`src/rtl/des_core.sv`:
```
// Iterative single-DES encryption core: one Feistel round per clock through a
// shared round function, with an IDLE/ROUND/DONE sequencer.
module des_core (
  input  logic        i_clk,
  input  logic        i_rst,
  input  logic [63:0] i_cleartext,
  input  logic [63:0] i_key,
  input  logic        i_dv,
  output logic [63:0] o_ciphertext,
  output logic        o_dv
);

  typedef enum logic [1:0] {IDLE = 2'd0, ROUND = 2'd1, DONE = 2'd2} state_t;

  // Tables use 1-based bit numbers where bit 1 is the MSB of the source word.
  localparam int IP_T [64] = '{
    58, 50, 42, 34, 26, 18, 10, 2, 60, 52, 44, 36, 28, 20, 12, 4,
    62, 54, 46, 38, 30, 22, 14, 6, 64, 56, 48, 40, 32, 24, 16, 8,
    57, 49, 41, 33, 25, 17,  9, 1, 59, 51, 43, 35, 27, 19, 11, 3,
    61, 53, 45, 37, 29, 21, 13, 5, 63, 55, 47, 39, 31, 23, 15, 7};
  localparam int FP_T [64] = '{
    40, 8, 48, 16, 56, 24, 64, 32, 39, 7, 47, 15, 55, 23, 63, 31,
    38, 6, 46, 14, 54, 22, 62, 30, 37, 5, 45, 13, 53, 21, 61, 29,
    36, 4, 44, 12, 52, 20, 60, 28, 35, 3, 43, 11, 51, 19, 59, 27,
    34, 2, 42, 10, 50, 18, 58, 26, 33, 1, 41,  9, 49, 17, 57, 25};
  localparam int PC1_T [56] = '{
    57, 49, 41, 33, 25, 17,  9,  1, 58, 50, 42, 34, 26, 18,
    10,  2, 59, 51, 43, 35, 27, 19, 11,  3, 60, 52, 44, 36,
    63, 55, 47, 39, 31, 23, 15,  7, 62, 54, 46, 38, 30, 22,
    14,  6, 61, 53, 45, 37, 29, 21, 13,  5, 28, 20, 12,  4};
  localparam int PC2_T [48] = '{
    14, 17, 11, 24,  1,  5,  3, 28, 15,  6, 21, 10,
    23, 19, 12,  4, 26,  8, 16,  7, 27, 20, 13,  2,
    41, 52, 31, 37, 47, 55, 30, 40, 51, 45, 33, 48,
    44, 49, 39, 56, 34, 53, 46, 42, 50, 36, 29, 32};
  localparam int E_T [48] = '{
    32,  1,  2,  3,  4,  5,  4,  5,  6,  7,  8,  9,
     8,  9, 10, 11, 12, 13, 12, 13, 14, 15, 16, 17,
    16, 17, 18, 19, 20, 21, 20, 21, 22, 23, 24, 25,
    24, 25, 26, 27, 28, 29, 28, 29, 30, 31, 32,  1};
  localparam int P_T [32] = '{
    16,  7, 20, 21, 29, 12, 28, 17,  1, 15, 23, 26,  5, 18, 31, 10,
     2,  8, 24, 14, 32, 27,  3,  9, 19, 13, 30,  6, 22, 11,  4, 25};

  // Each S-box is 64 nibbles in row-major order, entry 0 in the top nibble.
  localparam logic [255:0] SBOX [8] = '{
    256'hE4D12FB83A6C5907_0F74E2D1A6CB9538_41E8D62BFC973A50_FC8249175B3EA06D,
    256'hF18E6B34972DC05A_3D47F28EC01A69B5_0E7BA4D158C6932F_D8A13F42B67C05E9,
    256'hA09E63F51DC7B428_D709346A285ECBF1_D6498F30B12C5AE7_1AD069874FE3B52C,
    256'h7DE3069A1285BC4F_D8B56F03472C1AE9_A690CB7DF13E5284_3F06A1D8945BC72E,
    256'h2C417AB6853FD0E9_EB2C47D150FA3986_421BAD78F9C5630E_B8C71E2D6F09A453,
    256'hC1AF92680D34E75B_AF427C9561DE0B38_9EF528C3704A1DB6_432C95FABE17608D,
    256'h4B2EF08D3C975A61_D0B7491AE35C2F86_14BDC37EAF680592_6BD814A7950FE23C,
    256'hD2846FB1A93E50C7_1FD8A374C56B0E92_7B419CE206ADF358_21E74A8DFC90356B};

  function automatic logic [63:0] f_ip(input logic [63:0] x);
    logic [63:0] y;
    for (int k = 0; k < 64; k++) y[6'(63 - k)] = x[6'(64 - IP_T[k])];
    return y;
  endfunction

  function automatic logic [63:0] f_fp(input logic [63:0] x);
    logic [63:0] y;
    for (int k = 0; k < 64; k++) y[6'(63 - k)] = x[6'(64 - FP_T[k])];
    return y;
  endfunction

  function automatic logic [55:0] f_pc1(input logic [63:0] x);
    logic [55:0] y;
    for (int k = 0; k < 56; k++) y[6'(55 - k)] = x[6'(64 - PC1_T[k])];
    return y;
  endfunction

  function automatic logic [47:0] f_pc2(input logic [55:0] x);
    logic [47:0] y;
    for (int k = 0; k < 48; k++) y[6'(47 - k)] = x[6'(56 - PC2_T[k])];
    return y;
  endfunction

  function automatic logic [47:0] f_e(input logic [31:0] x);
    logic [47:0] y;
    for (int k = 0; k < 48; k++) y[6'(47 - k)] = x[5'(32 - E_T[k])];
    return y;
  endfunction

  function automatic logic [31:0] f_p(input logic [31:0] x);
    logic [31:0] y;
    for (int k = 0; k < 32; k++) y[5'(31 - k)] = x[5'(32 - P_T[k])];
    return y;
  endfunction

  // Outer bits of each 6-bit group select the row, inner four the column.
  function automatic logic [31:0] f_sbox(input logic [47:0] x);
    logic [5:0]  six;
    logic [5:0]  idx;
    logic [31:0] y;
    y = '0;
    for (int i = 0; i < 8; i++) begin
      six = x[6'(47 - 6 * i) -: 6];
      idx = {six[5], six[0], six[4:1]};
      y[5'(31 - 4 * i) -: 4] = SBOX[i][8'(255 - 4 * int'(idx)) -: 4];
    end
    return y;
  endfunction

  state_t      state, state_nxt;
  logic [31:0] l_q, r_q;
  logic [27:0] c_q, d_q;
  logic [3:0]  cnt;

  logic        one_shift;
  logic [27:0] c_rot, d_rot;
  logic [47:0] subkey;
  logic [31:0] l_nxt, r_nxt;

  // Round datapath: rotate key halves, derive subkey, apply f and swap.
  always_comb begin
    one_shift = (cnt == 4'd0) || (cnt == 4'd1) || (cnt == 4'd8) || (cnt == 4'd15);
    c_rot     = one_shift ? {c_q[26:0], c_q[27]} : {c_q[25:0], c_q[27:26]};
    d_rot     = one_shift ? {d_q[26:0], d_q[27]} : {d_q[25:0], d_q[27:26]};
    subkey    = f_pc2({c_rot, d_rot});
    l_nxt     = r_q;
    r_nxt     = l_q ^ f_p(f_sbox(f_e(r_q) ^ subkey));
  end

  always_comb begin
    state_nxt = state;
    o_dv      = 1'b0;
    case (state)
      IDLE:    if (i_dv) state_nxt = ROUND;
      ROUND:   if (cnt == 4'd15) state_nxt = DONE;
      DONE: begin
        state_nxt = IDLE;
        o_dv      = 1'b1;
      end
      default: state_nxt = IDLE;
    endcase
  end

  always_ff @(posedge i_clk) begin
    if (i_rst) state <= IDLE;
    else       state <= state_nxt;
  end

  always_ff @(posedge i_clk) begin
    if (i_rst) begin
      l_q          <= '0;
      r_q          <= '0;
      c_q          <= '0;
      d_q          <= '0;
      cnt          <= '0;
      o_ciphertext <= '0;
    end else begin
      case (state)
        IDLE: begin
          if (i_dv) begin
            {l_q, r_q} <= f_ip(i_cleartext);
            {c_q, d_q} <= f_pc1(i_key);
            cnt        <= '0;
          end
        end
        ROUND: begin
          l_q <= l_nxt;
          r_q <= r_nxt;
          c_q <= c_rot;
          d_q <= d_rot;
          cnt <= cnt + 4'd1;
          // Final round output goes through the swap and FP straight to the result.
          if (cnt == 4'd15) o_ciphertext <= f_fp({r_nxt, l_nxt});
        end
        default: ;
      endcase
    end
  end

endmodule

```
`config.mk`:
```
export PLATFORM = sky130hd
export DESIGN_NAME = des_core
export DESIGN_NICKNAME = d
export VERILOG_FILES = /design/src/rtl/des_core.sv
export SDC_FILE = /design/constraint.sdc
export NUM_CORES = 1
export LEC_CHECK = 0
export CAP_MARGIN = 5
export CORE_UTILIZATION = 38
export DETAILED_ROUTE_END_ITERATION = 10
export PLACE_DENSITY = 0.86
export RECOVER_POWER = 50
export SLEW_MARGIN = 20
export SYNTH_ARGS = -nofsm -noshare
export SYNTH_HDL_FRONTEND = slang
export SYNTH_SLANG_ARGS = --single-unit
```
`constraint.sdc`:
```
create_clock -name i_clk -period 2.4 [get_ports i_clk]
set_input_delay 0.48 -clock i_clk [delete_from_list [all_inputs] [get_ports i_clk]]
set_output_delay 0.48 -clock i_clk [all_outputs]
set_load 0.02 [all_outputs]
```
==> results.cfg <==
[clocking]
cts_made_buffers = 9
root_buffer = clkbuf_16
cts.clk_slew.worst_paths_ps = 60
cts.sinks = 76
cts-hold-fix-buffers = 0
cts_max_level = 3
clkLatencyLatePin_ps = 350
clk_path_buf_depth = 2
cts_tree = built

[worst_setup_path]
endpoint_kind = flip-flop
crit_chain = ha_1 -> nand3_4 -> buf_4 -> nand2_8 -> mux2i_4 -> xor2_4 -> and3_4 -> o311a_1 -> a41oi_2 -> o211ai_1
worstPathArrival_ps = 2710
crit_slowest_cell = dfxtp_4
start_kind = flip-flop
crit_start = cnt[0]$_SDFFE_PP0P_
crit_path_max_fanout = 6
timing.rr.start = cnt[0]$_SDFFE_PP0P_
crit_type = reg -> reg
slowest_delay_ps = 380
required_ps = 2630

[pwr]
p_total_mw = 3.48
seq_power_share_pct = 38.7
p_leak_nw = 2.32
netSwitchingFraction_pct = 27.7
intPower_mw = 2.51
clkPwrFrac_pct = 43.6
comb_power_share_pct = 17.6
pwr_density_cell_nw_per_um2 = 596
p_switching_mw = 0.965
vdd_drop_max_mv = 0.356

[finish]
drive_gt1_share_pct = 23.3
n_antenna_cell = 0
stdcell_area_um2 = 5830
syn_to_final_growth_pct = 35.6
fillers = 884
nNetsFinal = 747

[logic_synthesis]
synthFlopType = dfxtp_1
seq_area_frac_synth_pct = 35.4
synth_seq_cells = 76
syn_area_per_cell_um2 = 8.40
synth.cell_area_um2 = 4300
synthArstFlopShare_pct = 0
ys_types = 61
syn_inst = 512
ys_warn_count = 0
synth_commonest_cells = nand2_1 (80), dfxtp_1 (76), buf_4 (48)
yosysMostFrequentCell = nand2_1
ys_top_cells_by_area = dfxtp_1 (35%), buf_4 (8.4%), nand2_1 (7.0%)
synth_largest_area_cell = dfxtp_1
synth_top_area_share_pct = 35.4
synth-edff-count = 0

[sta]
relSlewSlack_pct = 32.7
setup_viol = 6
slew_violations = 0
period_minus_slack_ps = 2480
finalCritPeriodShare_pct = 103
setup_ws_ps = -83.7
fmax_ghz = 0.403
skew_ps = 6.92
final_hold_viol_count = 0
grt_setup_unrepaired = true
finalSetupTns_ps = -415
tightest_slew_ps = 1010

[routing]
drtPass1Iterations = 6
drc = 0
dr_total_vias = 4166
drtAntennaViolNets = 0
vias_per_cell = 5.50
drt_iter0_drc = 393
finalWirelength_um = 12700
wire_per_inst_um = 16.8

[global_routing]
grtUsageTotal_pct = 21.4
overflow = 0
grt_antenna_before_repair = 0
grt_pass1_vias = 3862
grt_max_degree = 42
grt_pass1_wl_um = 19100

[placed_design]
globalplace.congestion = 0.931
dp_hpwl_um = 7990
place_area_um2 = 5060
io_buffers = 47

[worst_hold_path]
worstHoldStart = o_ciphertext[15]$_SDFFE_PP0P_
hp-class = reg -> reg

[floorplan]
die-area_um2 = 11700
start_util_pct = 39.3
die_h_um = 108
rows = 38
num_io_pins = 196
core_region_area_um2 = 10900
die_x_um = 108

[run_status]
status = complete, but fails checks
violations = negative setup slack

[flow_run]
maxCapViolCount = 0
==> logic make-up after synthesis <==
kind of cell	share of synthesized area (%)
compound gates	20.5
flops	35.4
fa+ha+maj	1.13
simple gates	18.4
xor+xnor	5.26
mux	7.39
buf+inv	11.9
other cells	0.0872
==> placed cells by master, fill, tap and decap left out, types with 6 or more instances in the layout <==
cell type        synthesis  routed
nand2_1                 80      80
dfxtp_1                 76      74
buf_4                   48      62
conb_1                   1      48
nor2_1                  43      41
a21oi_1                 39      36
clkdlybuf4s50_1          0      30
o21ai_0                 28      21
a22o_1                  18      18
dlygate4sd3_1            0      17
mux2i_1                 20      16
clkbuf_16                0       9
inv_1                    9       8
nor2b_1                  8       8
mux2i_4                  4       8
and2_1                   7       7
a221oi_1                 6       6
a211oi_1                 6       6
==> metrics by stage <==
stage	utilization [%]	std cells	hold slack [ps]	setup slack [ps]
after global routing	53.3	758	469	-185
after floorplan	-	559	432	33.8
after detailed placement	46.3	725	449	-222
after CTS	51.6	749	457	-58.4
final	53.3	758	453	-83.7
after global placement	46.2	725	438	-255
==> sequential cells by signal, indices dropped and copies added, names as in the netlist <==
name	count
cnt	4
d_q	28
l_q	6
l_nxt	20
o_ciphertext	16
state	2
==> final timing paths <==
| kind | to | slack, ps | cells past startpoint |
|---|---|---|---|
| max | l_nxt[3]$_SDFFE_PP0P_ | -80 | 10 |
| min | o_ciphertext[15]$_SDFFE_PP0P_ | 450 | 2 |
| max reg2reg | l_nxt[3]$_SDFFE_PP0P_ | -80 | 10 |
| min reg2reg | o_ciphertext[15]$_SDFFE_PP0P_ | 450 | 2 |
==> power by group through the flow <==
stage	Sequential, mW	Clock [mW]	Combinational [mW]
6_report	1.35	1.52	0.614
5_1_grt	1.35	1.58	0.652
4_1_cts	1.34	1.51	0.570
3_5_place_dp	1.36	0	0.523
3_3_place_gp	1.36	0	0.505
2_1_floorplan	1.35	0	0.408
==> metal layers <==
layer | GRT usage, % | share of wire (%)
met1 | 24.3 | 39
met2 | 37.6 | 51
met3 | 4.82 | 7.1
met4 | 11.0 | 3.1
met5 | 0 | 0
==> worst max-delay path: cells and delay by family (launching register included) <==
family | cells | cell delay, ps
AOI/OAI and AO/OA | 3 | 620
and+or+nand+nor | 3 | 410
DFF | 1 | 380
muxes | 1 | 360
adders and majority gates | 1 | 240
buffers and inverters | 1 | 190
xor gates and xnor gates | 1 | 150
==> timing repair <==
action | CTS | global route
cloned | 1 | 1
endpoints found under the setup margin | 6 | 6
pin swaps | 19 | 15
resized for setup | 40 | 22
buffers inserted | 7 | 8
==> final cells by class <==
cell class	count	area, µm²	area share [%]
well taps	140	175	3.00
inverters	10	37.5	0.644
clock buffers	11	243	4.16
clock inverters	5	83.8	1.44
repair buffers	115	992	17.0
multi-input cells	401	2770	47.6
flip-flops and latches	76	1530	26.2
Power figures use the tool's default switching activity.
